[config.mk]
export PLATFORM = sky130hd
export DESIGN_NAME = audio_envelope_expander
export DESIGN_NICKNAME = d
export VERILOG_FILES = /design/src/rtl/audio_envelope_expander.sv
export SDC_FILE = /design/constraint.sdc
export NUM_CORES = 1
export LEC_CHECK = 0
export CORE_MARGIN = 2
export CORE_UTILIZATION = 30
export CTS_CLUSTER_SIZE = 14
export DETAILED_ROUTE_END_ITERATION = 8
export PLACE_DENSITY = 0.48
export SYNTH_ARGS = -nofsm -noshare
export SYNTH_HDL_FRONTEND = slang
export SYNTH_SLANG_ARGS = --single-unit
[constraint.sdc]
create_clock -name clk -period 4.2 [get_ports clk]
set_clock_uncertainty 0.05 [all_clocks]
set_input_delay 0.42 -clock clk [delete_from_list [all_inputs] [get_ports clk]]
set_output_delay 0.42 -clock clk [all_outputs]
set_load 0.02 [all_outputs]
[src/rtl/audio_envelope_expander.sv]
// Expands per-interval (max,min) amplitude pairs into an alternating peak-envelope
// sample stream, interval_len samples per pair, with a one-entry prefetch buffer.
//
//   state   | meaning
//   --------+------------------------------------------------------------
//   S_IDLE  | waiting for start; outputs quiet
//   S_FETCH | load current pair from prefetch buffer or input handshake
//   S_EMIT  | stream max,min,... for current pair; prefetch next pair
//   S_DONE  | one-cycle done pulse, then back to idle
module audio_envelope_expander #(
    parameter int DATA_W        = 32,
    parameter int LEN_W         = 16,
    parameter int NUM_INTERVALS = 10
) (
    input  logic                     clk,
    input  logic                     reset_n,
    input  logic                     start,
    input  logic [LEN_W-1:0]         interval_len,
    input  logic                     in_valid,
    output logic                     in_ready,
    input  logic signed [DATA_W-1:0] in_max,
    input  logic signed [DATA_W-1:0] in_min,
    output logic                     out_valid,
    input  logic                     out_ready,
    output logic signed [DATA_W-1:0] out_sample,
    output logic                     out_last_int,
    output logic                     out_last,
    output logic                     busy,
    output logic                     done,
    output logic                     err_order
);

    localparam int IDX_W = $clog2(NUM_INTERVALS) + 1;
    localparam logic [IDX_W-1:0] LAST_IDX = IDX_W'(NUM_INTERVALS - 1);

    typedef enum logic [1:0] {
        S_IDLE,
        S_FETCH,
        S_EMIT,
        S_DONE
    } state_t;

    state_t                    state_q, state_d;
    logic [LEN_W-1:0]          len_q, len_d;
    logic [LEN_W-1:0]          sample_cnt_q, sample_cnt_d;
    logic [IDX_W-1:0]          int_idx_q, int_idx_d;
    logic signed [DATA_W-1:0]  cur_max_q, cur_max_d;
    logic signed [DATA_W-1:0]  cur_min_q, cur_min_d;
    logic signed [DATA_W-1:0]  buf_max_q, buf_max_d;
    logic signed [DATA_W-1:0]  buf_min_q, buf_min_d;
    logic                      buf_full_q, buf_full_d;
    logic                      err_q, err_d;

    // Incoming pair normalised so that hi >= lo; swap flags an ordering error.
    logic                      in_swap;
    logic signed [DATA_W-1:0]  in_hi, in_lo;
    logic                      last_int;

    assign in_swap  = (in_min > in_max);
    assign in_hi    = in_swap ? in_min : in_max;
    assign in_lo    = in_swap ? in_max : in_min;
    assign last_int = (sample_cnt_q == (len_q - LEN_W'(1)));

    always_ff @(posedge clk or negedge reset_n) begin
        if (!reset_n) begin
            state_q      <= S_IDLE;
            len_q        <= '0;
            sample_cnt_q <= '0;
            int_idx_q    <= '0;
            cur_max_q    <= '0;
            cur_min_q    <= '0;
            buf_max_q    <= '0;
            buf_min_q    <= '0;
            buf_full_q   <= 1'b0;
            err_q        <= 1'b0;
        end else begin
            state_q      <= state_d;
            len_q        <= len_d;
            sample_cnt_q <= sample_cnt_d;
            int_idx_q    <= int_idx_d;
            cur_max_q    <= cur_max_d;
            cur_min_q    <= cur_min_d;
            buf_max_q    <= buf_max_d;
            buf_min_q    <= buf_min_d;
            buf_full_q   <= buf_full_d;
            err_q        <= err_d;
        end
    end

    always_comb begin
        state_d      = state_q;
        len_d        = len_q;
        sample_cnt_d = sample_cnt_q;
        int_idx_d    = int_idx_q;
        cur_max_d    = cur_max_q;
        cur_min_d    = cur_min_q;
        buf_max_d    = buf_max_q;
        buf_min_d    = buf_min_q;
        buf_full_d   = buf_full_q;
        err_d        = err_q;
        in_ready     = 1'b0;
        out_valid    = 1'b0;

        case (state_q)
            S_IDLE: begin
                if (start) begin
                    len_d        = (interval_len == '0) ? LEN_W'(1) : interval_len;
                    sample_cnt_d = '0;
                    int_idx_d    = '0;
                    err_d        = 1'b0;
                    buf_full_d   = 1'b0;
                    state_d      = S_FETCH;
                end
            end
            S_FETCH: begin
                if (buf_full_q) begin
                    cur_max_d  = buf_max_q;
                    cur_min_d  = buf_min_q;
                    buf_full_d = 1'b0;
                    state_d    = S_EMIT;
                end else begin
                    in_ready = 1'b1;
                    if (in_valid) begin
                        cur_max_d = in_hi;
                        cur_min_d = in_lo;
                        if (in_swap) err_d = 1'b1;
                        state_d   = S_EMIT;
                    end
                end
            end
            S_EMIT: begin
                out_valid = 1'b1;
                // Only the next pair of this frame may be prefetched.
                in_ready  = !buf_full_q && (int_idx_q < LAST_IDX);
                if (in_valid && in_ready) begin
                    buf_max_d  = in_hi;
                    buf_min_d  = in_lo;
                    buf_full_d = 1'b1;
                    if (in_swap) err_d = 1'b1;
                end
                if (out_ready) begin
                    if (last_int) begin
                        sample_cnt_d = '0;
                        int_idx_d    = int_idx_q + IDX_W'(1);
                        state_d      = (int_idx_q == LAST_IDX) ? S_DONE : S_FETCH;
                    end else begin
                        sample_cnt_d = sample_cnt_q + LEN_W'(1);
                    end
                end
            end
            S_DONE: begin
                state_d = S_IDLE;
            end
            default: begin
                state_d = S_IDLE;
            end
        endcase
    end

    assign out_sample   = !out_valid ? '0 : (sample_cnt_q[0] ? cur_min_q : cur_max_q);
    assign out_last_int = (state_q == S_EMIT) && last_int;
    assign out_last     = out_last_int && (int_idx_q == LAST_IDX);
    assign busy         = (state_q != S_IDLE);
    assign done         = (state_q == S_DONE);
    assign err_order    = err_q;

endmodule

* Word-level counts from Yosys, hierarchy flattened
Cells that the tools add are included.
** Word-level totals
- Register bits :: 169
- Word-level logic and storage cells :: 81
** Cells by class
- Add/subtract/negate cells :: 3
- Order comparisons :: 2
- Eq/ne operators :: 12
- Mux-type cells :: 35
- Reduce and logical (&&, ||, !) cells :: 19
** Operators by type and width (number)
- $mux 32 :: 8
- $mux 16 :: 4
- $gt 32x32->1 :: 1
- $pmux 16 s2 :: 1
- $add 16x1->16 const B :: 1
- $eq 16x16->1 :: 1
- $logic_not 16->1 :: 1
- $sub 16x1->16 const B :: 1
- $mux 5 :: 3
- $mux 2 :: 6
- $ne 2x2->1 const B :: 6
- $pmux 5 s2 :: 1
- $mux 1 :: 8
- $pmux 2 s4 :: 1
- $reduce_and 4->1 :: 2
- $pmux 1 s3 :: 2
- $reduce_and 2->1 :: 3
- $reduce_and 3->1 :: 2
- $reduce_bool 2->1 :: 3
- $add 5x1->5 const B :: 1
- $eq 5x4->1 const B :: 1
- $lt 5x4->1 const B :: 1
- $reduce_and 5->1 :: 1
- $eq 2x2->1 const B :: 2
- other kinds (7) :: 10

* Longest topological paths before layout
Gate-level depths: netlist (run 1).
- Depth after elaboration :: 5
- Depth in mapped cells :: 12
- Gate-level depth less buffers :: 10

* Worst setup path before layout (run 1)
Ideal clock, no wire load.
- Path type :: flip-flop to output port
- Start point :: register len_q[0]
- End point :: output port out_last_int
- Arrival time :: 2.741 ns
- Data required time :: 3.730 ns
- Path slack :: 0.989 ns
- Stages on the path, launching flop included :: 11
- Buffers on the path :: 1
- Cells stage by stage :: dfrtp_1 -> inv_1 -> ha_1 -> or4b_1 -> nor3_2 -> mux2_2 -> o211a_1 -> a211oi_2 -> nand2_2 -> buf_6 -> nor2_1
** On the way
- Longest elaborated chain between the ends :: 3
** Ends and longest elaborated chain
- start, declared :: line 44 : logic [LEN_W-1:0] len_q, len_d;
- start signal, assigned :: line 78 : len_q <= len_d;
- $sub 16x1->16 :: line 62 : assign last_int = (sample_cnt_q == (len_q - LEN_W'(1)));
- $eq 16x16->1 :: line 62
- $logic_and 1x1->1 :: line 161 : assign out_last_int = (state_q == S_EMIT) && last_int;
- end, declared :: line 26 : output logic out_last_int,
Every way passes these cells.

* Worst setup path in the final report (run 1)
Ends and elaborated chain as after synthesis.

==> results of run 1 <==
==> area by class of cell <==
cell class,count,share of cell area
multi-input combinational,748,0.419
tap,402,0.0423
clock buffer,18,0.0361
timing repair buffer,141,0.116
antenna,2,0.000421
inverter,49,0.0155
clock inverter,14,0.0155
sequential,169,0.356
==> cell usage after synthesis, types with 4 or more instances <==
| master | number |
|---|---|
| a21o_1 | 9 |
| a21oi_1 | 83 |
| a31oi_1 | 4 |
| and3_1 | 72 |
| buf_1 | 4 |
| buf_2 | 10 |
| clkbuf_1 | 50 |
| dfrtp_1 | 169 |
| ha_1 | 41 |
| inv_1 | 49 |
| mux2_2 | 16 |
| mux2i_1 | 98 |
| nand2_1 | 90 |
| nand2b_1 | 4 |
| nand3_1 | 14 |
| nand4_1 | 11 |
| nor2_1 | 63 |
| nor2b_1 | 4 |
| nor3_1 | 7 |
| nor4_1 | 5 |
| o211ai_1 | 6 |
| o21ai_0 | 143 |
| or3_1 | 5 |
| xnor2_1 | 15 |
| xor2_1 | 12 |
==> flip-flops by register name (all words and copies together) (netlist names) <==
signal and cells:
buf_full_q 1, buf_max_q 32, buf_min_q 32, cur_max_q 32, cur_min_q 32, err_order 1, int_idx_q 5, len_q 16
sample_cnt_q 16, state_q 2
==> per-layer routing <==
metal / vias up / GRT usage
met4: 8 / 0.0400
li1: 3841 / -
met5: - / 0
met3: 27 / 0.0336
met2: 112 / 0.276
met1: 3798 / 0.229
==> report_power, final <==
part           internal, uW  leakage [uW]  switching [uW]
combinational          1160       0.00314            1780
sequential             2310       0.00213             436
clock                   906      0.000295             764
==> logic make-up (layout without fill, tap and decap cells) <==
| logic type | count (synthesis) | count (layout) | synth area share |
|---|---|---|---|
| multiplexers | 114 | 114 | 0.121 |
| XOR/XNOR | 27 | 27 | 0.0246 |
| AO/OA/AOI/OAI | 271 | 271 | 0.156 |
| adder cells (fa/ha/maj) | 41 | 41 | 0.0534 |
| other | 0 | 2 | 0 |
| AND/OR/NAND/NOR | 295 | 295 | 0.158 |
| buffers and inverters | 114 | 222 | 0.0467 |
| flip-flops | 169 | 169 | 0.441 |
==> path summary, 6_finish.rpt <==
check | slack [ns] | start | endpoint | cells after the start
max in group asynchronous | 3.10 | reset_n | cur_max_q[28] | 2
worst min-delay path | 0.04 | reset_n | len_q[15] | 1
min in group clk | 0.43 | buf_min_q[24] | buf_min_q[24] | 2
worst max register to register | 0.87 | len_q[0] | sample_cnt_q[5] | 12
worst max-delay path | 0.37 | len_q[0] | out_last_int | 10
worst min register to register | 0.43 | buf_min_q[24] | buf_min_q[24] | 2
==> repair_timing <==
item / CTS / global route
resized for setup: 2 / 3
setup endpoints to repair: 1 / 1
endpoints found under the hold margin: 0 / 0
==> worst max-delay path, cell delays in order (launching register included) <==
cell           delay, ns
dfrtp_1             0.42
inv_1               0.09
ha_1                0.21
or4b_4              0.52
nor3_4              0.17
mux2_2              0.35
o211a_1             0.23
a211oi_4            0.30
nand2_2             0.13
nor2_1              0.14
dlygate4sd2_1       0.35
==> per-stage QoR <==
step | total power, uW | hold slack (ns) | setup slack, ns
6_report | 7360 | 0.0444 | 0.368
5_1_grt | 7950 | 0.124 | 0.159
4_1_cts | 7450 | 0.0835 | 0.0316
3_5_place_dp | 5740 | 0.412 | 0.447
3_3_place_gp | 5720 | 0.404 | 0.488
2_1_floorplan | 4650 | 0.0744 | 0.989
==> flow_summary.yaml, run 1 <==
cts:
  clockBufferDepth: 2
  post_cts_buffers: 0
  cts_tree: "built"
  clockRootBuffer: "clkbuf_16"
  htree_levels: 4
  cts-buffers-inserted: 17
  cts.sinks: 169
  clk_latency_ns: 0.44
  clk_pin_slew_worst_paths_ns: 0.07
  hold_buffers: 0
cells_and_area:
  drive_gt1_frac: 0.0746
  final_common_cell: "dfrtp_1"
  final_nets: 1252
  multi_input_area_um2: 4980
  fin_area_um2: 11900
  final_util: 0.377
  final_cells: 1543
  final_cell_mix: "dfrtp_1, o21ai_0, clkdlybuf4s50_1"
  syn2layout_area_growth_pct: 23.9
  n_fill_cell: 3221
  seq_area_um2: 4230
route:
  wire_per_inst_um: 17.6
  maxUsedRoutingLayer: "met5"
  wl_met3_um: 906
  drt_iter0_drc: 269
  dr_wl_met2_mm: 12.6
  drt_pass1_iterations: 4
  wirelength_mm: 27.2
  met1Wirelength_mm: 13.4
  antenna_left: 0
  vias: 7786
  drc_errors: 0
  via_per_inst: 5.05
yosys:
  ys_ff_latch: 169
  syn_avg_cell_area_um2: 9.31
  synth_top_area_share: 0.441
  synth_area_leaders: "dfrtp_1, mux2i_1, o21ai_0"
  syn-num-nets: 1157
  synth-main-ff-cell: "dfrtp_1"
  yosysSeqAreaShare: 0.441
  synth_edf_count: 0
  synth_cell_types: 59
  yosysWarnings: 0
  netlist_area_um2: 9600
  synth_cells: 1031
  synth_top_cell_by_area: "dfrtp_1"
  synthArstFlopShare: 1.00
power:
  power_density_nw_per_um2: 619
  leakagePower_uw: 0.00556
  ir_drop_v: 0.000312
placed_design:
  post-dp-hpwl_mm: 17.8
  dp_cells: 1509
  port_buffers: 123
  dpl_cell_area_um2: 11300
  place.gp.congestion: 0.773
grt:
  grt_first_pass_wirelength_mm: 44.2
  gr-total-overflow: 0
  grt_pass1_vias: 7939
  grt_max_degree: 95
  track_usage: 0.168
  antenna_found_initial: 6
die:
  start_util: 0.304
  dieArea_um2: 33400
  die_w_um: 183
  io_pins: 124
  fp.coreArea_um2: 31600
  die_h_um: 183
  num_rows: 65
critical_path:
  arrival_ns: 3.36
  cp.required_ns: 3.73
  crit_fanout: 5
  path_class: "reg -> out"
  setup.worst_path.start_class: "register"
  crit_path_end_kind: "output port"
job:
  cap_violations: 0
hold_path:
  min_path_type: "in -> async"
sta:
  rsz0062_at_grt: "false"
  setup_viol: 0
  fmax_mhz: 261
  post-route-period-util: 0.912
  slew_viol_final: 0
  hold_violations: 0
  max_slew_margin: 0.387
  worstMarginPinSlew_ns: 0.919
  post-route-min-period_ns: 3.83
  finalSetupTns_ns: 0
status:
  outcome: "finished clean"
(Power assumes the default switching activity.)
==> inputs of run 2 (changes only) <==
--- a/config.mk
+++ b/config.mk
@@ -5,6 +5,7 @@
 export SDC_FILE = /design/constraint.sdc
 export NUM_CORES = 1
 export LEC_CHECK = 0
+export ABC_CLOCK_PERIOD_IN_PS = 4200
 export CORE_MARGIN = 2
 export CORE_UTILIZATION = 30
 export CTS_CLUSTER_SIZE = 14
==> results of run 2 <==
No change in the layout: final DEF, timing and power equal those of run 1.
==> RTL edit 1 (settings of run 2) <==
Register the output `err_order` once more, cleared by the reset; this adds one clock of latency there. The other outputs are not delayed to match.
--- a/src/rtl/audio_envelope_expander.sv
+++ b/src/rtl/audio_envelope_expander.sv
@@ -163,5 +163,11 @@
     assign busy         = (state_q != S_IDLE);
     assign done         = (state_q == S_DONE);
-    assign err_order    = err_q;
+    always_ff @(posedge clk or negedge reset_n) begin
+        if (!reset_n) begin
+            err_order <= '0;
+        end else begin
+            err_order <= err_q;
+        end
+    end
 
 endmodule
Check against the original RTL: not equivalent (Yosys sat finds a counterexample within 4 cycles, from zero or initial values and one cycle with reset_n low).
==> RTL edit 1 against run 2 <==
Routed wire length grew 2.7%. Power grew 7.1%. Synthesized area grew 0.74%. Sequential cell count grew 1. Critical path depth shrank 1. Core utilization grew 0.24 points. Synthesized cell count grew 0.68%. Combinational power grew 16%. Worst setup slack lost 0.11 ns. Design area grew 0.90%. Sequential power grew 2%. Die area grew 0.72%. Largest power group unchanged.
==> RTL edit 1: results (changes against run 2) <==
status=finished clean; top sig layer=met4; sequential share of the synthesized area=0.440 (-0.000661); reg2reg setup slack=1.04 ns (+0.17 ns); Placed Cells=1517 (+0.53%); antenna diode count=0 (-2); critical path's largest stage delay=0.65 ns (+0.13 ns); number of global-route vias before repair=7913 (-0.33%); met1 usage=0.243 (+0.0141); Sw Pwr=3200 uW (+7.3%); Starting DRT DRC Count=479 (+78%); maximum vdd drop=306 uV (-1.6%); met3 track demand over resource=0.0341 (+0.000515); Placed Area=11400 sq um (+1.2%); power consumption=7880 uW (+7.1%); global-route wire length before repair=44800 microns (+1.5%); met3 WL post-DR=999 microns (+10%); global placer's final weighted congestion=0.761 (-1.6%); WL/cell=18.1 microns (+2.3%); pre-CTS WS=0.318 ns (-0.129 ns); r2r worst-path depth=11 (-1); Leakage=0.00533 uW (-4.1%); Via density=5.10 (+1.1%); seq pwr=2810 uW (+2%); met1 WL=14000 microns (+4.5%); global routing usage on met2=0.268 (-0.00827); crit-path max FO=6 (+1); Final Hold Slack=0.00762 ns (-0.0368 ns); synth unique cells=54 (-8.5%); gr usage total=0.171 (+0.00222); Clk pwr share=0.210 (-0.017); largest net degree at the start of global routing=87 (-8.4%); critical path's slowest cell=clkdlybuf4s50_1; asr flop ratio synth=1.00 (unchanged); most common library cells after synthesis=170 x dfrtp_1, 146 x o21ai_0, 98 x mux2i_1; Routed WL=27900 microns (+2.7%); hpwl dp=18000 microns (+1.3%); CP Data Arrival Time=3.47 ns (+0.11 ns); Syn Inst Count=1038 (+0.68%); share of cells above drive strength 1=0.0733 (-0.00133); routed wl met2=12800 microns (+1.7%)
## RTL edit 1: logic make-up after synthesis
| kind of cell | after synthesis | share of synthesized area |
|---|---|---|
| fa+ha+maj | 41 | 0.0530 |
| simple gates | 294 | 0.159 |
| compound gates | 273 | 0.155 |
| buf+inv | 117 | 0.0472 |
| mux | 113 | 0.119 |
| flops | 170 | 0.440 |
| xor+xnor | 30 | 0.0272 |
## RTL edit 1: how the worst max path moves through the flow
stage,depth (start not counted),end
finish,9,out_last_int
global route,9,out_last_int
CTS,9,out_last
detailed placement,12,cur_max_q[7]$_DFFE_PN0P_
global placement,12,cur_max_q[7]$_DFFE_PN0P_
floorplan,8,out_last
## RTL edit 1: layout make-up
class,count,area (sq um)
Clock buffer,18,429
Clock inverter,13,170
Fill cell,3206,19600
Inverter,49,184
Multi-Input combinational cell,751,5000
Sequential cell,170,4260
Tap cell,402,503
Timing Repair Buffer,145,1460
## RTL edit 1: repair_timing
action,in CTS,in global routing
endpoints found under the setup margin,0,2
resized for setup,0,2
setup buffers,0,0
==> RTL edit 2 (settings of run 2) <==
Made on the original files. The parameter `DATA_W` goes from 32 to 48.
--- a/src/rtl/audio_envelope_expander.sv
+++ b/src/rtl/audio_envelope_expander.sv
@@ -9,5 +9,5 @@
 //   S_DONE  | one-cycle done pulse, then back to idle
 module audio_envelope_expander #(
-    parameter int DATA_W        = 32,
+    parameter int DATA_W        = 48,
     parameter int LEN_W         = 16,
     parameter int NUM_INTERVALS = 10
Interface: changed (resized in_max, in_min and out_sample); port bits go from 124 to 172. The function was not compared with the original's and may differ.
==> RTL edit 2 against run 2 <==
Synthesized area increased by 71%. Hold slack improved by 0.38 ns. Power increased by 55%. Design area increased by 69%. Routed wire length increased by 120%. Worst setup slack got worse by 0.25 ns. First-iteration DRC count increased to 5.1 times the old value. Combinational power increased by 70%. Sequential cell count increased by 64. Synthesized cell count increased by 100%. Largest power group unchanged.
==> RTL edit 2: results (changes against run 2) <==
Routed WL=58800 microns (+120%); DR vias=16757 (+120%); maximum vdd drop=373 uV (+20%); Final Hold Slack=0.423 ns (+0.378 ns); IO Port Bufs=171 (+39%); Clk pin slew, worst setup/hold paths=0.06 ns; Clock Tree Buf Depth=3 (+1); Main synth FF type=dfrtp_1; global-route wire length before repair=91300 microns (+110%); Placed Cells=2825 (+87%); status=finished clean; Placed Area=19200 sq um (+70%); most common library cells after synthesis=307 x nor2_1, 233 x dfrtp_1, 224 x a21oi_1; worst-margin pin slew=1.28 ns (+0.358 ns); Hold Crit Class=in2reg; Leakage=0.00823 uW (+48%); fillers=5479 (+70%); number of global-route vias before repair=16417 (+110%); sequential share of the synthesized area=0.356 (-0.0848); critical path's largest stage delay=0.56 ns (+0.04 ns); share of cells above drive strength 1=0.0788 (+0.00413); reg2reg end=int_idx_q[1]$_DFFE_PN0P_; synth warn=0 (unchanged); pre-CTS WS=-0.0435 ns (-0.490 ns); crit path from=len_q[9]$_DFFE_PN0P_; Non-Filler Instances=2881 (+87%); CTS H-Tree Depth=1 (-3); Sequential Power Share=0.338 (-0.036); global placer's final weighted congestion=0.805 (+4.1%); Clk pwr share=0.224 (-0.003); fmax=0.245 GHz (-6.1%); r2r worst-path depth=8 (-4); Min-Delay Endpoint=len_q[11]$_DFFE_PN0P_; hpwl dp=36300 microns (+100%); clock latency on the worst-skew pair=0.59 ns (+0.15 ns); Pre-Repair DR Iteration Count=6 (+2); Syn Nets=2255 (+95%); gr usage total=0.201 (+0.0331); synth unique cells=63 (+6.8%); Setup crit end=out_last; # Post-CTS Setup Buffers=0 (unchanged); largest net degree at the start of global routing=195 (+110%); hold path startpoint=interval_len[11]; synth top area cells=dfrtp_1 36%, nor2_1 7.0%, a21oi_1 6.8%, a221oi_1 5.3%, o311ai_0 5.1%; family with the most delay on the worst path=simple AND/OR/NAND/NOR gates; critical path's slowest cell=or4_4; CTS Buf Count=31 (+14); clock root buffer master=clkbuf_16; Internal=6750 uW (+54%); CP Data Arrival Time=3.61 ns (+0.25 ns); initial antenna violation count=3 (-3); Avg Inst Size Synth=7.88 sq um (-15%); reg2reg setup slack=0.71 ns (-0.16 ns); Post-Synthesis Cell Area=16400 sq um (+71%); power consumption=11400 uW (+55%); Starting DRT DRC Count=1383 (+410%); asr flop ratio synth=1.00 (unchanged)
RTL edit 2: cell types whose count changed after synthesis, sizes merged, moves of 16 or more:
| cell | run 2 | this run |
|---|---|---|
| a21oi | 83 | 227 |
| a221oi | 3 | 99 |
| and3 | 72 | 102 |
| clkbuf | 50 | 171 |
| dfrtp | 169 | 233 |
| ha | 41 | 57 |
| mux2i | 98 | 49 |
| nand2 | 91 | 128 |
| nand3 | 14 | 110 |
| nor2 | 63 | 307 |
| nor2b | 4 | 54 |
| o21ai | 144 | 121 |
| o22ai | 2 | 97 |
| o311ai | 1 | 96 |
RTL edit 2: routing by layer:
metal	global-route usage	up-vias	wire, microns
met5	0	-	23
met4	0.0560	4	1300
met3	0.0285	104	3400
met2	0.340	591	28100
met1	0.268	8170	26000
li1	-	7888	-
RTL edit 2: layout make-up:
type	instances	area, sq um	area share
multi-input cells	1587	9670	0.480
flip-flops and latches	233	5840	0.290
repair buffers	250	2570	0.128
clock buffers	46	912	0.0453
well taps	696	871	0.0433
inverters	60	225	0.0112
clock inverters	8	40.0	0.00199
diodes	1	2.50	0.000124
RTL edit 2: kinds of logic (layout without fill, tap and decap cells):
kind of cell,after synthesis,after routing,share of synthesized area
multiplexers,64,64,0.0402
XOR/XNOR,29,29,0.0155
buffers and inverters,261,364,0.0611
adder cells (fa/ha/maj),57,57,0.0435
AND/OR/NAND/NOR,765,765,0.219
other,0,1,0
flip-flops,233,233,0.356
AO/OA/AOI/OAI,672,672,0.265
RTL edit 2: timing repair:
action | 4_1_cts | 5_1_grt
pin swaps | 0 | 1
hold buffers | 1 | 0
endpoints found under the setup margin | 2 | 2
gates resized for setup | 10 | 3
endpoints found under the hold margin | 93 | 0
